## src/rtl/cmd_arbiter_queue_pkg.sv

```systemverilog
// Shared command encoding and channel bundling types for the game-FSM command front-end.
package cmd_arbiter_queue_pkg;

   typedef enum logic [2:0] {
      NONE   = 3'd0,
      LEFT   = 3'd1,
      RIGHT  = 3'd2,
      ROTATE = 3'd3,
      DOWN   = 3'd4,
      DROP   = 3'd5,
      HOLD   = 3'd6,
      PAUSE  = 3'd7
   } state_type;

   localparam int CMD_NCH   = 4;
   localparam int CMD_QSIZE = 8;
   localparam int CMD_W     = $bits(state_type);

   typedef struct packed {
      logic      valid;
      state_type cmd;
   } cmd_req_t;

   function automatic logic cmd_is_live(input state_type c);
      return c != NONE;
   endfunction

endpackage

```

## src/rtl/cmd_fifo.sv

```systemverilog
// Synchronous FIFO with flush, occupancy count and a tail peek used for coalescing.
module cmd_fifo #(
   parameter int  DEPTH = 8,
   parameter type T     = logic [7:0]
) (
   input  logic                   clk,
   input  logic                   reset_n,
   input  logic                   flush,
   input  logic                   push,
   input  logic                   pop,
   input  T                       wr_data,
   output T                       head,
   output T                       tail,
   output logic [$clog2(DEPTH):0] level
);
   localparam int AW = $clog2(DEPTH);

   T               mem_r [DEPTH];
   logic [AW-1:0]  wr_ptr_r;
   logic [AW-1:0]  rd_ptr_r;
   logic [AW:0]    level_r;
   logic [AW-1:0]  tail_ptr_s;
   logic           do_push_s;
   logic           do_pop_s;
   logic           full_s;

   assign full_s     = (level_r == (AW+1)'(DEPTH));
   assign do_pop_s   = pop && (level_r != {(AW+1){1'b0}});
   // When full, a push only fits because the head leaves in the same cycle.
   assign do_push_s  = push && (!full_s || do_pop_s);
   assign tail_ptr_s = wr_ptr_r - 1'b1;

   assign head  = mem_r[rd_ptr_r];
   assign tail  = mem_r[tail_ptr_s];
   assign level = level_r;

   // Storage, pointers and occupancy; pointers wrap modulo DEPTH.
   always_ff @(posedge clk or negedge reset_n) begin
      if (!reset_n) begin
         wr_ptr_r <= {AW{1'b0}};
         rd_ptr_r <= {AW{1'b0}};
         level_r  <= {(AW+1){1'b0}};
         for (int i = 0; i < DEPTH; i++) begin
            mem_r[i] <= T'(0);
         end
      end else if (flush) begin
         wr_ptr_r <= {AW{1'b0}};
         rd_ptr_r <= {AW{1'b0}};
         level_r  <= {(AW+1){1'b0}};
      end else begin
         if (do_push_s) begin
            mem_r[wr_ptr_r] <= wr_data;
            wr_ptr_r        <= wr_ptr_r + 1'b1;
         end
         if (do_pop_s) begin
            rd_ptr_r <= rd_ptr_r + 1'b1;
         end
         case ({do_push_s, do_pop_s})
            2'b10:   level_r <= level_r + 1'b1;
            2'b01:   level_r <= level_r - 1'b1;
            default: level_r <= level_r;
         endcase
      end
   end

endmodule

```

## src/rtl/cmd_arbiter_queue.sv

```systemverilog
// Command front-end: per-channel pending latches, fixed-priority arbiter (channel 0 first),
// optional tail coalescing and a FIFO drained by the game FSM, with overflow accounting.
module cmd_arbiter_queue
   import cmd_arbiter_queue_pkg::*;
#(
   parameter int                      NCH           = CMD_NCH,
   parameter int                      DEPTH         = CMD_QSIZE,
   parameter logic [2**CMD_W-1:0]     COALESCE_MASK = {(2**CMD_W){1'b0}},
   parameter int                      DROP_W        = 8
) (
   input  logic                       clk,
   input  logic                       reset_n,
   input  logic [NCH-1:0]             req_valid,
   input  state_type [NCH-1:0]        req_cmd,
   input  logic                       flush,
   input  logic                       pop,
   output state_type                  cmd,
   output logic                       cmd_valid,
   output logic [$clog2(DEPTH):0]     level,
   output logic                       overflow,
   output logic [DROP_W-1:0]          drop_cnt
);
   localparam int IW = (NCH > 1) ? $clog2(NCH) : 1;
   localparam int LW = $clog2(DEPTH) + 1;

   logic [NCH-1:0]     pend_valid_r;
   state_type          pend_cmd_r [NCH];
   logic [NCH-1:0]     eff_valid_s;
   state_type          eff_cmd_s [NCH];
   logic [IW-1:0]      sel_idx_s;
   logic               sel_found_s;
   state_type          sel_cmd_s;
   logic               coal_s;
   logic               full_s;
   logic               drop_s;
   logic               push_s;
   logic               overflow_r;
   logic [DROP_W-1:0]  drop_cnt_r;
   state_type          head_s;
   state_type          tail_s;
   logic [LW-1:0]      level_s;

   // Fresh requests override the latched command so the latest one on a channel wins.
   always_comb begin
      for (int i = 0; i < NCH; i++) begin
         if (req_valid[i] && cmd_is_live(req_cmd[i])) begin
            eff_valid_s[i] = 1'b1;
            eff_cmd_s[i]   = req_cmd[i];
         end else begin
            eff_valid_s[i] = pend_valid_r[i];
            eff_cmd_s[i]   = pend_cmd_r[i];
         end
      end
   end

   // Lowest-index live channel wins; scanning downwards leaves the smallest index.
   always_comb begin
      sel_idx_s = {IW{1'b0}};
      for (int i = NCH - 1; i >= 0; i--) begin
         sel_idx_s = eff_valid_s[i] ? IW'(i) : sel_idx_s;
      end
   end

   assign sel_found_s = |eff_valid_s;
   assign sel_cmd_s   = eff_cmd_s[sel_idx_s];
   assign full_s      = (level_s == LW'(DEPTH));
   assign coal_s      = COALESCE_MASK[sel_cmd_s] && (level_s != {LW{1'b0}}) && (tail_s == sel_cmd_s);
   assign drop_s      = sel_found_s && !flush && !coal_s && full_s && !pop;
   assign push_s      = sel_found_s && !flush && !coal_s && !(full_s && !pop);

   // Pending latches: the winner is consumed, everyone else keeps waiting.
   always_ff @(posedge clk or negedge reset_n) begin
      if (!reset_n) begin
         pend_valid_r <= {NCH{1'b0}};
         for (int i = 0; i < NCH; i++) begin
            pend_cmd_r[i] <= NONE;
         end
      end else if (flush) begin
         pend_valid_r <= {NCH{1'b0}};
         for (int i = 0; i < NCH; i++) begin
            pend_cmd_r[i] <= NONE;
         end
      end else begin
         for (int i = 0; i < NCH; i++) begin
            pend_valid_r[i] <= eff_valid_s[i] && !(sel_found_s && (sel_idx_s == IW'(i)));
            pend_cmd_r[i]   <= eff_cmd_s[i];
         end
      end
   end

   // Overflow accounting survives flush; only reset clears it.
   always_ff @(posedge clk or negedge reset_n) begin
      if (!reset_n) begin
         overflow_r <= 1'b0;
         drop_cnt_r <= {DROP_W{1'b0}};
      end else if (drop_s) begin
         overflow_r <= 1'b1;
         drop_cnt_r <= (&drop_cnt_r) ? drop_cnt_r : drop_cnt_r + 1'b1;
      end else begin
         overflow_r <= overflow_r;
         drop_cnt_r <= drop_cnt_r;
      end
   end

   cmd_fifo #(
      .DEPTH (DEPTH),
      .T     (state_type)
   ) u_fifo (
      .clk     (clk),
      .reset_n (reset_n),
      .flush   (flush),
      .push    (push_s),
      .pop     (pop),
      .wr_data (sel_cmd_s),
      .head    (head_s),
      .tail    (tail_s),
      .level   (level_s)
   );

   assign cmd_valid = (level_s != {LW{1'b0}});
   assign cmd       = cmd_valid ? head_s : NONE;
   assign level     = level_s;
   assign overflow  = overflow_r;
   assign drop_cnt  = drop_cnt_r;

endmodule
```

## config.mk

```make
export PLATFORM = sky130hd
export DESIGN_NAME = cmd_arbiter_queue
export DESIGN_NICKNAME = d
export VERILOG_FILES = /design/src/rtl/cmd_arbiter_queue_pkg.sv /design/src/rtl/cmd_fifo.sv /design/src/rtl/cmd_arbiter_queue.sv
export SDC_FILE = /design/constraint.sdc
export NUM_CORES = 1
export LEC_CHECK = 0
export CORE_ASPECT_RATIO = 0.5
export CORE_MARGIN = 10
export CORE_UTILIZATION = 45
export CTS_BUF_LIST = sky130_fd_sc_hd__clkbuf_8
export DETAILED_ROUTE_END_ITERATION = 12
export PLACE_DENSITY = 0.69
export SYNTH_ARGS = -nofsm -noshare
export SYNTH_HDL_FRONTEND = slang
export SYNTH_SLANG_ARGS = --single-unit
export TNS_END_PERCENT = 30
```

## constraint.sdc

```tcl
create_clock -name clk -period 1.95 [get_ports clk]
set_input_delay 0.39 -clock clk [delete_from_list [all_inputs] [get_ports clk]]
set_output_delay 0.39 -clock clk [all_outputs]
set_load 0.05 [all_outputs]
```

==> implementation parameters, run 1 <==
Parameter                              Value

Outcome
  Result of the run    finished, violations left
  Failing checks    negative setup slack

Clocking
  Number of H-tree levels    3
  Insertion delay of the later-clocked pin in the worst-skew pair    0.35 ns
  Root buffer cell    sky130_fd_sc_hd__clkbuf_8
  Clock tree from TritonCTS    built
  Clock slew at reported path FFs    0.07 ns
  Number of sinks driven by the clock tree    59
  Maximum number of buffers from clock root to sink    2
  Number of CTS-inserted buffers    9

Synthesis
  Syn. warnings    0
  Biggest area consumer among synthesized cells    sky130_fd_sc_hd__dfrtp_1
  Sequential element share of the synthesized area    46.5%
  Synthesized flop and latch total    59
  Area fraction of the dominant cell type after synthesis    46.5%
  Biggest area contributors in the synthesized netlist    sky130_fd_sc_hd__dfrtp_1 47%, sky130_fd_sc_hd__mux2_2 4.6%, sky130_fd_sc_hd__mux2_1 4.3%
  Ys flop type    sky130_fd_sc_hd__dfrtp_1
  Proportion of register bits with asynchronous set or reset after synthesis    100%
  Unique cell type count in the Yosys netlist    56
  Syn Std Cell Area    0.00317 mm2
  Gate count of the mapped netlist    277
  EDFF count, synth    0
  Average footprint of a synthesized cell    11.5 um2
  Synthesized netlist net count    302

Global routing
  Met2 layer usage reported by global route    between 20% and 30%
  Maximum number of pins on one net before global-route repair    40
  Met3 capacity usage during global routing    under 10%
  Wire length of the first global-routing pass    13,900 um
  GR met1 Demand/Resource    between 15 and 20%
  Global route total overflow    0
  Antenna violations before repair    0
  Grt peak-use layer    met2
  Vias in the first global route    2,805
  All-Layer GR Usage    between 10% and 20%

STA
  Final setup violation count    11
  Max-Slew Margin vs Limit    65.9%
  Share of the clock period used by the worst path after layout    111%
  Minimum period implied by the final worst setup slack    around 2.2 ns
  Final hold slack    0.472 ns
  Setup tns final    -1.16 ns
  Pins over their slew limit    0
  Least-Margin Pin Slew    roughly 0.51 ns
  Setup repair after global routing missed its margin    true
  Least setup slack across all paths after layout    -0.216 ns
  Worst Skew    0.00904 ns
  Hold Violations, Final    0
  Fmax    around 0.46 GHz

Pwr
  Power per cell area    1180 mW/mm2
  Peak supply drop    0.000407 V
  Static leakage    approximately 2.1 nW
  Sum of internal, switching and leakage power    0.00543 W

Detailed routing
  Total number of vias    2,687
  Routed Wire Length    around 8500 um
  Mean number of vias per cell    5.53
  Length of the first detailed-routing pass in iterations    4
  Remaining number of nets flagged by the antenna check after routing    0
  Routed wire per std cell    17.6 um
  DRC violations left    0
  Violation count after the first detailed-route iteration    211

Critical path
  Worst Setup SP    u_fifo.rd_ptr_r[0]$_DFFE_PN0P_
  Critical path data required time    1.56 ns
  Signal arrival time at the worst endpoint    1.78 ns
  Setup crit end kind    output port
  Startpoint of the most critical register-to-register path    u_fifo.level[1]$_DFFE_PN0P_
  Critical path peak fanout    7
  Crit Path Category    register to output port
  Worst Setup Start Kind    register

Floorplanning
  Placeable Area    0.00675 mm2
  Width of the die    about 140 um
  Die Ht    79.4 um
  Floorplan row count    21
  Total die area    0.0110 mm2
  Top-level I/O count    37
  Initial core utilization    between 40% and 50%

Layout
  Nets    414
  Number of antenna diodes    0
  Layout Area Growth over Synthesis    44.5%
  Post-route design area    0.00459 mm2
  Layout fillers    between 400 and 500
  Fin util    67.9%
  Layout cells sized above 1    47.0%

Run
  Number of violations of the max-capacitance limit    0

Place
  I/O Buffers    36
  GP Congestion    roughly 0.9
  Post-placement cell area    just over 0.004 mm2
  HPWL Detailed    5810 um

Hold path
  Class of the worst hold path    input port to register
  Critical hold path startpoint    req_cmd[6]
## cells in the mapped netlist (all sizes together), types with 2 or more instances
cell,count
xor2,3
nor2b,3
nand3,4
nand4,8
buf,8
o21ai,18
a22oi,9
clkbuf,4
nor3,4
xnor2,9
nand2,13
mux2i,5
mux2,26
a32oi,3
o211ai,4
and4,7
a31oi,3
or3,3
a221o,3
o31ai,5
dfrtp,59
a21oi,11
ha,5
mux4,6
inv,10
and3,7
and2,2
nor2,20
## critical path, cell delays in order, from the launching register on
cell and delay [ns]:
sky130_fd_sc_hd__dfrtp_1 0.38, sky130_fd_sc_hd__buf_12 0.14, sky130_fd_sc_hd__mux4_2 0.51, sky130_fd_sc_hd__mux2i_1 0.19, sky130_fd_sc_hd__nor2_2 0.06, sky130_fd_sc_hd__buf_6 0.15
## repair_timing
item	CTS	global route
pin swaps	19	9
hold buffers	1	0
buffers inserted	11	2
hold endpoints to repair	12	0
gates cloned	1	0
endpoints found under the setup margin	41	32
resized for setup	49	21
## path summary, 6_finish.rpt
path	end	slack, ns	cells past startpoint
max	cmd[1]	-0.22	5
min	pend_cmd_r[3]$_DFF_PN0_	0.47	3
max reg2reg	u_fifo.level[3]$_DFFE_PN0P_	-0.15	7
min reg2reg	overflow$_DFFE_PN0P_	0.48	2
max in group asynchronous	drop_cnt[0]$_DFFE_PN0P_	0.84	3
min in group asynchronous	u_fifo.mem_r[12]$_DFFE_PN0P_	0.53	2
## cells in the final DEF, fill, tap and decap left out, drive strengths merged, types with 4 or more instances in the layout
cell	count
clkbuf	9
mux4	6
nor2	20
mux2i	5
a21oi	11
o21ai	18
o211ai	4
inv	11
nand4	8
buf	93
o31ai	5
nor3	4
and3	7
dfrtp	59
nand2	13
xnor2	9
a22oi	9
mux2	26
dlygate4sd2	7
ha	5
and4	7
nand3	4
clkdlybuf4s15	9
## through the flow
step                instances  setup slack [ns]
floorplan                 277            -0.230
CTS                       484            -0.210
global placement          455            -0.639
global route              486            -0.301
finish                    486            -0.216
detailed placement        455            -0.748
## per-layer routing
| layer | routed length [um] | vias up | share of wire, % |
|---|---|---|---|
| met4 | 157 | 0 | 1.8 |
| met5 | 0 | - | 0 |
| met2 | 4360 | 63 | 51 |
| li1 | - | 1261 | - |
| met1 | 3660 | 1343 | 43 |
| met3 | 368 | 20 | 4.3 |
## area by class of cell
cell class | count | area (um2) | area share [%]
timing repair buffer | 112 | 952 | 20.8
clock inverter | 7 | 124 | 2.70
multi-input combinational | 197 | 1740 | 38.0
sequential | 59 | 1490 | 32.5
clock buffer | 9 | 124 | 2.70
tap | 92 | 115 | 2.51
inverter | 10 | 37.5 | 0.819
## sequential cells by signal, summed over array words and instances, names as in the netlist
register,count
drop_cnt,8
pend_cmd_r,12
u_fifo.level,4
u_fifo.rd_ptr_r,3
u_fifo.wr_ptr_r,3
overflow,1
u_fifo.mem_r,24
pend_valid_r,4
## logic make-up after synthesis
kind of cell / share of synthesized area (%)
AO/OA/AOI/OAI: 15.5
adder cells (fa/ha/maj): 2.29
flip-flops: 46.5
other: 0.118
multiplexers: 15.2
AND/OR/NAND/NOR: 13.6
XOR/XNOR: 3.31
buffers and inverters: 3.51
## where the power goes
part / switching, W / internal [W] / leakage (nW)
sequential: 0.000202 / 0.00149 / 0.762
clock: 0.000528 / 0.000857 / 0.120
combinational: 0.00120 / 0.00115 / 1.19
total: 0.00193 / 0.00350 / 2.07
Note: power is estimated with default switching activity, not from simulation.
==> run 2: changes to the inputs <==
--- a/config.mk
+++ b/config.mk
@@ -10,7 +10,7 @@
 export CORE_UTILIZATION = 45
 export CTS_BUF_LIST = sky130_fd_sc_hd__clkbuf_8
 export DETAILED_ROUTE_END_ITERATION = 12
-export PLACE_DENSITY = 0.69
+export PLACE_DENSITY = 0.66
 export SYNTH_ARGS = -nofsm -noshare
 export SYNTH_HDL_FRONTEND = slang
 export SYNTH_SLANG_ARGS = --single-unit
==> constraint.sdc (replaced) <==
create_clock -name clk -period 2.05 [get_ports clk]
set_input_delay 0.41 -clock clk [delete_from_list [all_inputs] [get_ports clk]]
set_output_delay 0.41 -clock clk [all_outputs]
set_load 0.05 [all_outputs]
==> run 2 against run 1 <==
  * The flow still finishes with violations (negative setup slack)
  * Sequential share of layout area grew 1.0 points
  * Non-clock buffer count shrank 7
  * First-iteration DRC count shrank 10%
  * Highest routed layer unchanged
  * Utilization shrank 2.3 points
  * Critical path type unchanged
  * Clock power shrank 22%
  * Flip-flop and latch count is the same
  * Via count shrank 1.5%
  * Routed wire length shrank 5.9%
  * Power shrank 12%
  * Count of clock-buffer cells in the layout is the same
==> implementation parameters, run 2 (same netlist as run 1, synthesis figures left out) <==
Parameter                              Value

Outcome
  Result of the run    finished, violations left
  Failing checks    negative setup slack

Critical path
  Flop-to-flop setup slack    -0.04 ns (+0.11 ns)
  Delay of the slowest critical-path stage    0.51 ns (about the same)
  Worst r2r path cells    7 (unchanged)
  Startpoint of the most critical register-to-register path    u_fifo.level[0]$_DFFE_PN0P_
  Combined buffer and inverter count along the critical path    2 (unchanged)
  Crit Path Category    register to output port
  Cells traversed along the worst timing path    buf_6, mux4_2, mux2i_1, nor2_2, buf_6
  Critical path data required time    1.64 ns (+0.08 ns)
  CP most frequent cell    sky130_fd_sc_hd__buf_6
  Cell with the biggest individual delay on the critical path    sky130_fd_sc_hd__mux4_2
  Crit-path leading delay family    multiplexers
  Worst Setup Start Kind    register
  Destination of the worst register-to-register timing path    u_fifo.level[3]$_DFFE_PN0P_
  Critical path peak fanout    7 (unchanged)
  Signal arrival time at the worst endpoint    1.77 ns (about the same)
  Setup crit end kind    output port

Place
  GP Congestion    0.878 (-3.6%)
  HPWL Detailed    5940 um (+2.2%)
  I/O Buffers    36 (unchanged)

STA
  Max-Slew Margin vs Limit    66.1% (+0.23 points)
  Hold Violations, Final    0 (unchanged)
  Pins over their slew limit    0 (unchanged)
  Setup tns final    -0.427 ns (+0.729 ns)
  Least-Margin Pin Slew    0.506 ns (-0.00414 ns)
  Setup repair after global routing missed its margin    true
  Worst Skew    0.00907 ns (+0.0000274 ns)
  Share of the clock period used by the worst path after layout    106%
  Final setup violation count    5 (-6)
  Minimum period implied by the final worst setup slack    2.18 ns
  Fmax    between 0.4 and 0.5 GHz
  Least setup slack across all paths after layout    -0.127 ns (+0.0890 ns)

Pwr
  Design internal power    0.00299 W (-14%)
  Static leakage    1.99 nW (-3.8%)
  Clock power share    22.4% (-3.1 points)
  Peak supply drop    0.000527 V (+29%)
  Share of power burned in registers    33.4% (+2.2 points)
  Power per cell area    1080 mW/mm2 (-8.5%)
  Power spent charging and discharging nets    0.00181 W (-6.5%)
  Comb power frac    44.2% (+0.9 points)
  Net switching share of the total power    37.7% (+2.0 points)

Global routing
  Antenna violations before repair    0 (unchanged)
  Global route total overflow    0 (unchanged)
  Maximum number of pins on one net before global-route repair    33 (-18%)
  Vias in the first global route    2,698 (-3.8%)
  Wire length of the first global-routing pass    13,400 um (-3.8%)
  All-Layer GR Usage    14.6% (-0.60 points)

Floorplanning
  Die Ht    79.4 um (unchanged)
  Width of the die    139 um (unchanged)
  Floorplan row count    21 (unchanged)
  Top-level I/O count    37 (unchanged)
  Total die area    0.0110 mm2 (unchanged)
  Placeable Area    0.00675 mm2 (unchanged)
  Initial core utilization    47.0% (unchanged)

Detailed routing
  Total number of vias    2,647 (-1.5%)
  Remaining number of nets flagged by the antenna check after routing    0 (unchanged)
  Routed Wire Length    8050 um (-5.9%)
  Routed wire per std cell    16.8 um (-4.3%)
  Length of the first detailed-routing pass in iterations    4 (unchanged)
  DRC violations left    0 (unchanged)
  Violation count after the first detailed-route iteration    189 (-10%)
  Mean number of vias per cell    5.54 (+0.16%)

Clocking
  Number of sinks driven by the clock tree    59 (unchanged)
  Maximum number of buffers from clock root to sink    2 (unchanged)
  Number of CTS-inserted buffers    9 (unchanged)
  Root buffer cell    sky130_fd_sc_hd__clkbuf_8
  Insertion delay of the later-clocked pin in the worst-skew pair    0.34 ns (about the same)
  Clock slew at reported path FFs    0.07 ns (about the same)
  Clock tree from TritonCTS    built
  Number of H-tree levels    3 (unchanged)

Layout
  Fin util    65.6% (-2.3 points)
  Layout Area Growth over Synthesis    39.6%
  Most frequent cells in the layout    66 x sky130_fd_sc_hd__buf_4, 53 x sky130_fd_sc_hd__dfrtp_1, 16 x sky130_fd_sc_hd__nor2_1, 15 x sky130_fd_sc_hd__o21ai_0, 13 x sky130_fd_sc_hd__mux2_2
  Layout fillers    511 (+8.7%)
  Most common library cell in the layout ignoring fill and taps    sky130_fd_sc_hd__buf_4
  Number of antenna diodes    0 (unchanged)
  Most flop-heavy register    u_fifo.mem_r
  Nets    406 (-1.9%)
  Layout cells sized above 1    40.4% (-6.5 points)
  Flip-flop count of the largest register, all copies and words added    24 (unchanged)

Run
  Number of violations of the max-capacitance limit    0 (unchanged)

Hold path
  Class of the worst hold path    input port to async pin
==> run 2: changes by cell type in the layout (fill, tap and decap cells not counted), moves of 3 or more <==
cell,previous run,this run
sky130_fd_sc_hd__clkdlybuf4s15_2,4,0
sky130_fd_sc_hd__dfrtp_2,10,6
sky130_fd_sc_hd__mux2_1,6,12
sky130_fd_sc_hd__clkdlybuf4s50_1,1,10
sky130_fd_sc_hd__mux2_4,7,1
sky130_fd_sc_hd__dlygate4sd2_1,7,10
sky130_fd_sc_hd__buf_4,78,66
sky130_fd_sc_hd__dfrtp_1,49,53
sky130_fd_sc_hd__clkinvlp_4,1,4
==> run 2: worst reg2reg max path, cell delays in order, from the launching register on <==
cell,delay (ns)
sky130_fd_sc_hd__dfrtp_2,0.42
sky130_fd_sc_hd__buf_6,0.13
sky130_fd_sc_hd__o41a_1,0.46
sky130_fd_sc_hd__o21a_4,0.16
sky130_fd_sc_hd__ha_4,0.30
sky130_fd_sc_hd__a21oi_2,0.06
sky130_fd_sc_hd__o311a_1,0.30
sky130_fd_sc_hd__a311oi_2,0.18
==> run 2: area by class of cell <==
type / instances / area [um2] / area share [%]
inverters: 10 / 37.5 / 0.847
clock inverters: 7 / 77.6 / 1.75
flip-flops and latches: 59 / 1480 / 33.5
repair buffers: 105 / 882 / 19.9
clock buffers: 9 / 124 / 2.80
well taps: 92 / 115 / 2.60
multi-input cells: 196 / 1710 / 38.6
==> run 2: power groups by stage <==
stage | Clock, W | Combinational [W] | Sequential, W
after floorplan | 0 | 0.00111 | 0.00172
after CTS | 0.00110 | 0.00200 | 0.00160
after global routing | 0.00115 | 0.00227 | 0.00164
after global placement | 0 | 0.00184 | 0.00161
after detailed placement | 0 | 0.00189 | 0.00163
final | 0.00107 | 0.00212 | 0.00161
==> run 2: per-layer routing <==
layer	part of all wire (%)	vias to the layer above	track usage, %	routed length [um]
met5	0	-	0	0
met4	0.94	0	4.66	76
met3	3.9	8	3.80	316
met2	50	59	24.7	4000
met1	45	1334	18.1	3650
li1	-	1246	-	-
==> run 2: repair_timing <==
action | CTS | global route
setup buffers | 3 | 2
resized for setup | 29 | 24
pin swaps | 10 | 17
setup endpoints to repair | 35 | 19
hold endpoints to repair | 3 | 0
hold buffers | 1 | 0
==> run 2: worst max path at each step <==
stage / startpoint / to / slack [ns] / cells after the start
floorplan: u_fifo.level[0]$_DFFE_PN0P_ / u_fifo.level[3]$_DFFE_PN0P_ / -0.13 / 7
global placement: req_cmd[9] / u_fifo.level[3]$_DFFE_PN0P_ / -0.55 / 10
detailed placement: req_cmd[6] / u_fifo.level[3]$_DFFE_PN0P_ / -0.58 / 10
CTS: u_fifo.rd_ptr_r[0]$_DFFE_PN0P_ / cmd[1] / -0.15 / 5
global route: u_fifo.rd_ptr_r[0]$_DFFE_PN0P_ / cmd[1] / -0.20 / 5
finish: u_fifo.rd_ptr_r[0]$_DFFE_PN0P_ / cmd[0] / -0.13 / 5
==> run 2: metrics by stage <==
stage          std cells  setup WS, ns  total power [W]  cell area (um2)  hold slack [ns]
2_1_floorplan        277        -0.130          0.00283             3250            0.114
6_report             478        -0.127          0.00480             4430            0.423
5_1_grt              478        -0.199          0.00505             4430            0.429
3_5_place_dp         456        -0.585          0.00352             4100            0.239
4_1_cts              476        -0.149          0.00470             4350            0.399
3_3_place_gp         456        -0.547          0.00345             4100            0.241
==> run 3: changes to the inputs <==
--- a/config.mk
+++ b/config.mk
@@ -5,12 +5,14 @@
 export SDC_FILE = /design/constraint.sdc
 export NUM_CORES = 1
 export LEC_CHECK = 0
+export CELL_PAD_IN_SITES_DETAIL_PLACEMENT = 0
+export CELL_PAD_IN_SITES_GLOBAL_PLACEMENT = 1
 export CORE_ASPECT_RATIO = 0.5
 export CORE_MARGIN = 10
 export CORE_UTILIZATION = 45
 export CTS_BUF_LIST = sky130_fd_sc_hd__clkbuf_8
 export DETAILED_ROUTE_END_ITERATION = 12
-export PLACE_DENSITY = 0.66
+export PLACE_DENSITY_LB_ADDON = 0.1
 export SYNTH_ARGS = -nofsm -noshare
 export SYNTH_HDL_FRONTEND = slang
 export SYNTH_SLANG_ARGS = --single-unit
==> run 3 against run 2 <==
  * First-iteration DRC count decreased by 48%
  * Maximum frequency fell by 2.1%
  * The run still ends with negative setup slack left
  * Register-to-register slack better by 0.07 ns
  * Flip-flop and latch count unchanged
  * Worst hold slack got worse by 0.41 ns
  * Final cell count increased by 0.42%
==> implementation parameters, run 3 (same netlist as run 1, synthesis figures left out) <==
Parameter                              Value

Outcome
  Result of the run    finished, violations left
  Failing checks    negative setup slack

Critical path
  Setup crit end kind    output port
  Crit Path Category    register to output port
  Critical path data required time    1.64 ns (about the same)
  Signal arrival time at the worst endpoint    1.81 ns (+0.04 ns)
  Worst Setup Start Kind    register
  Flop-to-flop setup slack    0.03 ns (+0.07 ns)
  Critical path peak fanout    7 (unchanged)

Detailed routing
  DRC violations left    0 (unchanged)
  Remaining number of nets flagged by the antenna check after routing    0 (unchanged)
  Violation count after the first detailed-route iteration    99 (-48%)
  Routed Wire Length    8100 um (+0.65%)
  Routed wire per std cell    16.9 um (+0.23%)
  Mean number of vias per cell    5.40 (-2.4%)
  Length of the first detailed-routing pass in iterations    4 (unchanged)
  Total number of vias    2,593 (-2.0%)

Clocking
  Number of CTS-inserted buffers    9 (unchanged)
  Number of sinks driven by the clock tree    59 (unchanged)
  Maximum number of buffers from clock root to sink    2 (unchanged)
  Clock slew at reported path FFs    0.07 ns (about the same)
  Insertion delay of the later-clocked pin in the worst-skew pair    0.35 ns (about the same)
  Number of H-tree levels    3 (unchanged)
  Clock tree from TritonCTS    built
  Hold-fix buffers, CTS    0 (-1)
  Root buffer cell    sky130_fd_sc_hd__clkbuf_8

Pwr
  Net switching share of the total power    35.7% (-2.0 points)
  Design internal power    0.00317 W (+5.8%)
  Peak supply drop    0.000527 V (-0.12%)
  Share of power burned in registers    33.7% (+0.3 points)
  Comb power frac    41.1% (-3.1 points)
  Clock power share    25.1% (+2.7 points)
  Power spent charging and discharging nets    0.00176 W (-2.8%)
  Power per cell area    1110 mW/mm2 (+2.0%)
  Static leakage    2.07 nW (+3.7%)

Global routing
  All-Layer GR Usage    15.1% (+0.51 points)
  Antenna violations before repair    0 (unchanged)
  Maximum number of pins on one net before global-route repair    44 (+33%)
  Wire length of the first global-routing pass    13,600 um (+1.8%)
  Vias in the first global route    2,793 (+3.5%)
  Global route total overflow    0 (unchanged)

Layout
  Most frequent cells in the layout    70 x sky130_fd_sc_hd__buf_4, 52 x sky130_fd_sc_hd__dfrtp_1, 16 x sky130_fd_sc_hd__o21ai_0, 16 x sky130_fd_sc_hd__nor2_1, 13 x sky130_fd_sc_hd__mux2_2
  Post-route design area    0.00446 mm2 (+0.59%)
  Nets    408 (+0.49%)
  Most common library cell in the layout ignoring fill and taps    sky130_fd_sc_hd__buf_4
  Number of antenna diodes    0 (unchanged)
  FF/Latch Area    0.00149 mm2 (about the same)
  Most flop-heavy register    u_fifo.mem_r
  Layout cells sized above 1    41.5% (+1.1 points)
  Layout Area Growth over Synthesis    40.4%
  Flip-flop count of the largest register, all copies and words added    24 (unchanged)
  Layout fillers    541 (+5.9%)
  Total area of multi-input combinational cells    0.00172 mm2 (+0.29%)
  Fin util    66.0% (+0.39 points)

Floorplanning
  Placeable Area    0.00675 mm2 (unchanged)
  Die Ht    79.4 um (unchanged)
  Top-level I/O count    37 (unchanged)
  Total die area    0.0110 mm2 (unchanged)
  Initial core utilization    47.0% (unchanged)
  Width of the die    139 um (unchanged)
  Floorplan row count    21 (unchanged)

Place
  Setup slack at placement    -0.559 ns (+0.0257 ns)
  HPWL Detailed    5710 um (-3.9%)
  I/O Buffers    36 (unchanged)
  GP Congestion    0.863 (-1.6%)
  Post-placement cell area    0.00406 mm2 (-0.92%)

Hold path
  Class of the worst hold path    input port to async pin

STA
  Final hold slack    0.00804 ns (-0.415 ns)
  Worst Skew    0.0113 ns (+0.00222 ns)
  Final setup violation count    3 (-2)
  Least setup slack across all paths after layout    -0.174 ns (-0.0467 ns)
  Hold Violations, Final    0 (unchanged)
  Least-Margin Pin Slew    0.510 ns (+0.00333 ns)
  Share of the clock period used by the worst path after layout    108% (+2.3 points)
  Minimum period implied by the final worst setup slack    2.22 ns (+0.0467 ns)
  Fmax    0.450 GHz (-2.1%)
  Max-Slew Margin vs Limit    66.0% (-0.17 points)
  Pins over their slew limit    0 (unchanged)
  Setup repair after global routing missed its margin    true

Run
  Number of violations of the max-capacitance limit    0 (unchanged)
## run 3: changes by cell type in the layout (fill, tap and decap cells not counted), moves of 2 or more
cell                              delta
sky130_fd_sc_hd__dlymetal6s2s_1      +3
sky130_fd_sc_hd__clkinvlp_4          -2
sky130_fd_sc_hd__clkbuf_8            +2
sky130_fd_sc_hd__a21oi_2             -2
sky130_fd_sc_hd__clkdlybuf4s50_1     -4
sky130_fd_sc_hd__buf_6               -2
sky130_fd_sc_hd__dlygate4sd2_1       -5
sky130_fd_sc_hd__clkbuf_2            +5
sky130_fd_sc_hd__buf_4               +4
sky130_fd_sc_hd__a21oi_1             +2
## run 3: power by group through the flow
stage / Sequential [W] / Clock [W] / Combinational (W)
2_1_floorplan: 0.00172 / 0 / 0.00111
3_3_place_gp: 0.00167 / 0 / 0.00174
3_5_place_dp: 0.00169 / 0 / 0.00177
4_1_cts: 0.00166 / 0.00127 / 0.00192
5_1_grt: 0.00171 / 0.00133 / 0.00218
6_report: 0.00166 / 0.00124 / 0.00203
## run 3: routing by layer
metal  wire length [um]  track usage (%)
met5                  0                0
met1               3740             17.7
met3                407             5.76
met2               3870             25.4
met4                 87             4.97
## run 3: layout make-up
cell class                      count  area share, %
Inverter                           10          0.842
Multi-Input combinational cell    197           38.5
Tap cell                           92           2.58
Clock inverter                      5           1.88
Sequential cell                    59           33.3
Timing Repair Buffer              106           19.5
Clock buffer                       11           3.40
## run 3: critical path, stage by stage, from the launching register on
cell and delay [ns]:
sky130_fd_sc_hd__dfrtp_2 0.51, sky130_fd_sc_hd__mux4_2 0.56, sky130_fd_sc_hd__mux2i_1 0.17, sky130_fd_sc_hd__nor2_1 0.07, sky130_fd_sc_hd__buf_6 0.15
## run 3: per-stage QoR
step                      setup TNS (ns)  cells  total power [W]
after global placement            -16.10    451          0.00341
after CTS                         -0.572    474          0.00485
after global routing              -0.919    480          0.00521
after floorplan                   -0.294    277          0.00283
after detailed placement          -16.90    451          0.00346
final                             -0.474    480          0.00493
## run 3: final timing paths
kind / startpoint / end / cells past startpoint
min: reset_n / u_fifo.rd_ptr_r[0]$_DFFE_PN0P_ / 1
max: u_fifo.rd_ptr_r[0]$_DFFE_PN0P_ / cmd[2] / 4
max reg2reg: u_fifo.level[0]$_DFFE_PN0P_ / u_fifo.level[3]$_DFFE_PN0P_ / 6
min reg2reg: overflow$_DFFE_PN0P_ / overflow$_DFFE_PN0P_ / 2
max in group asynchronous: reset_n / drop_cnt[0]$_DFFE_PN0P_ / 2
min in group clk: overflow$_DFFE_PN0P_ / overflow$_DFFE_PN0P_ / 2
## run 3: what timing repair did
item,CTS,global route
hold endpoints to repair,0,0
gates cloned,1,0
pin swaps,12,16
resized for setup,28,34
setup buffers,6,6
endpoints found under the setup margin,37,20
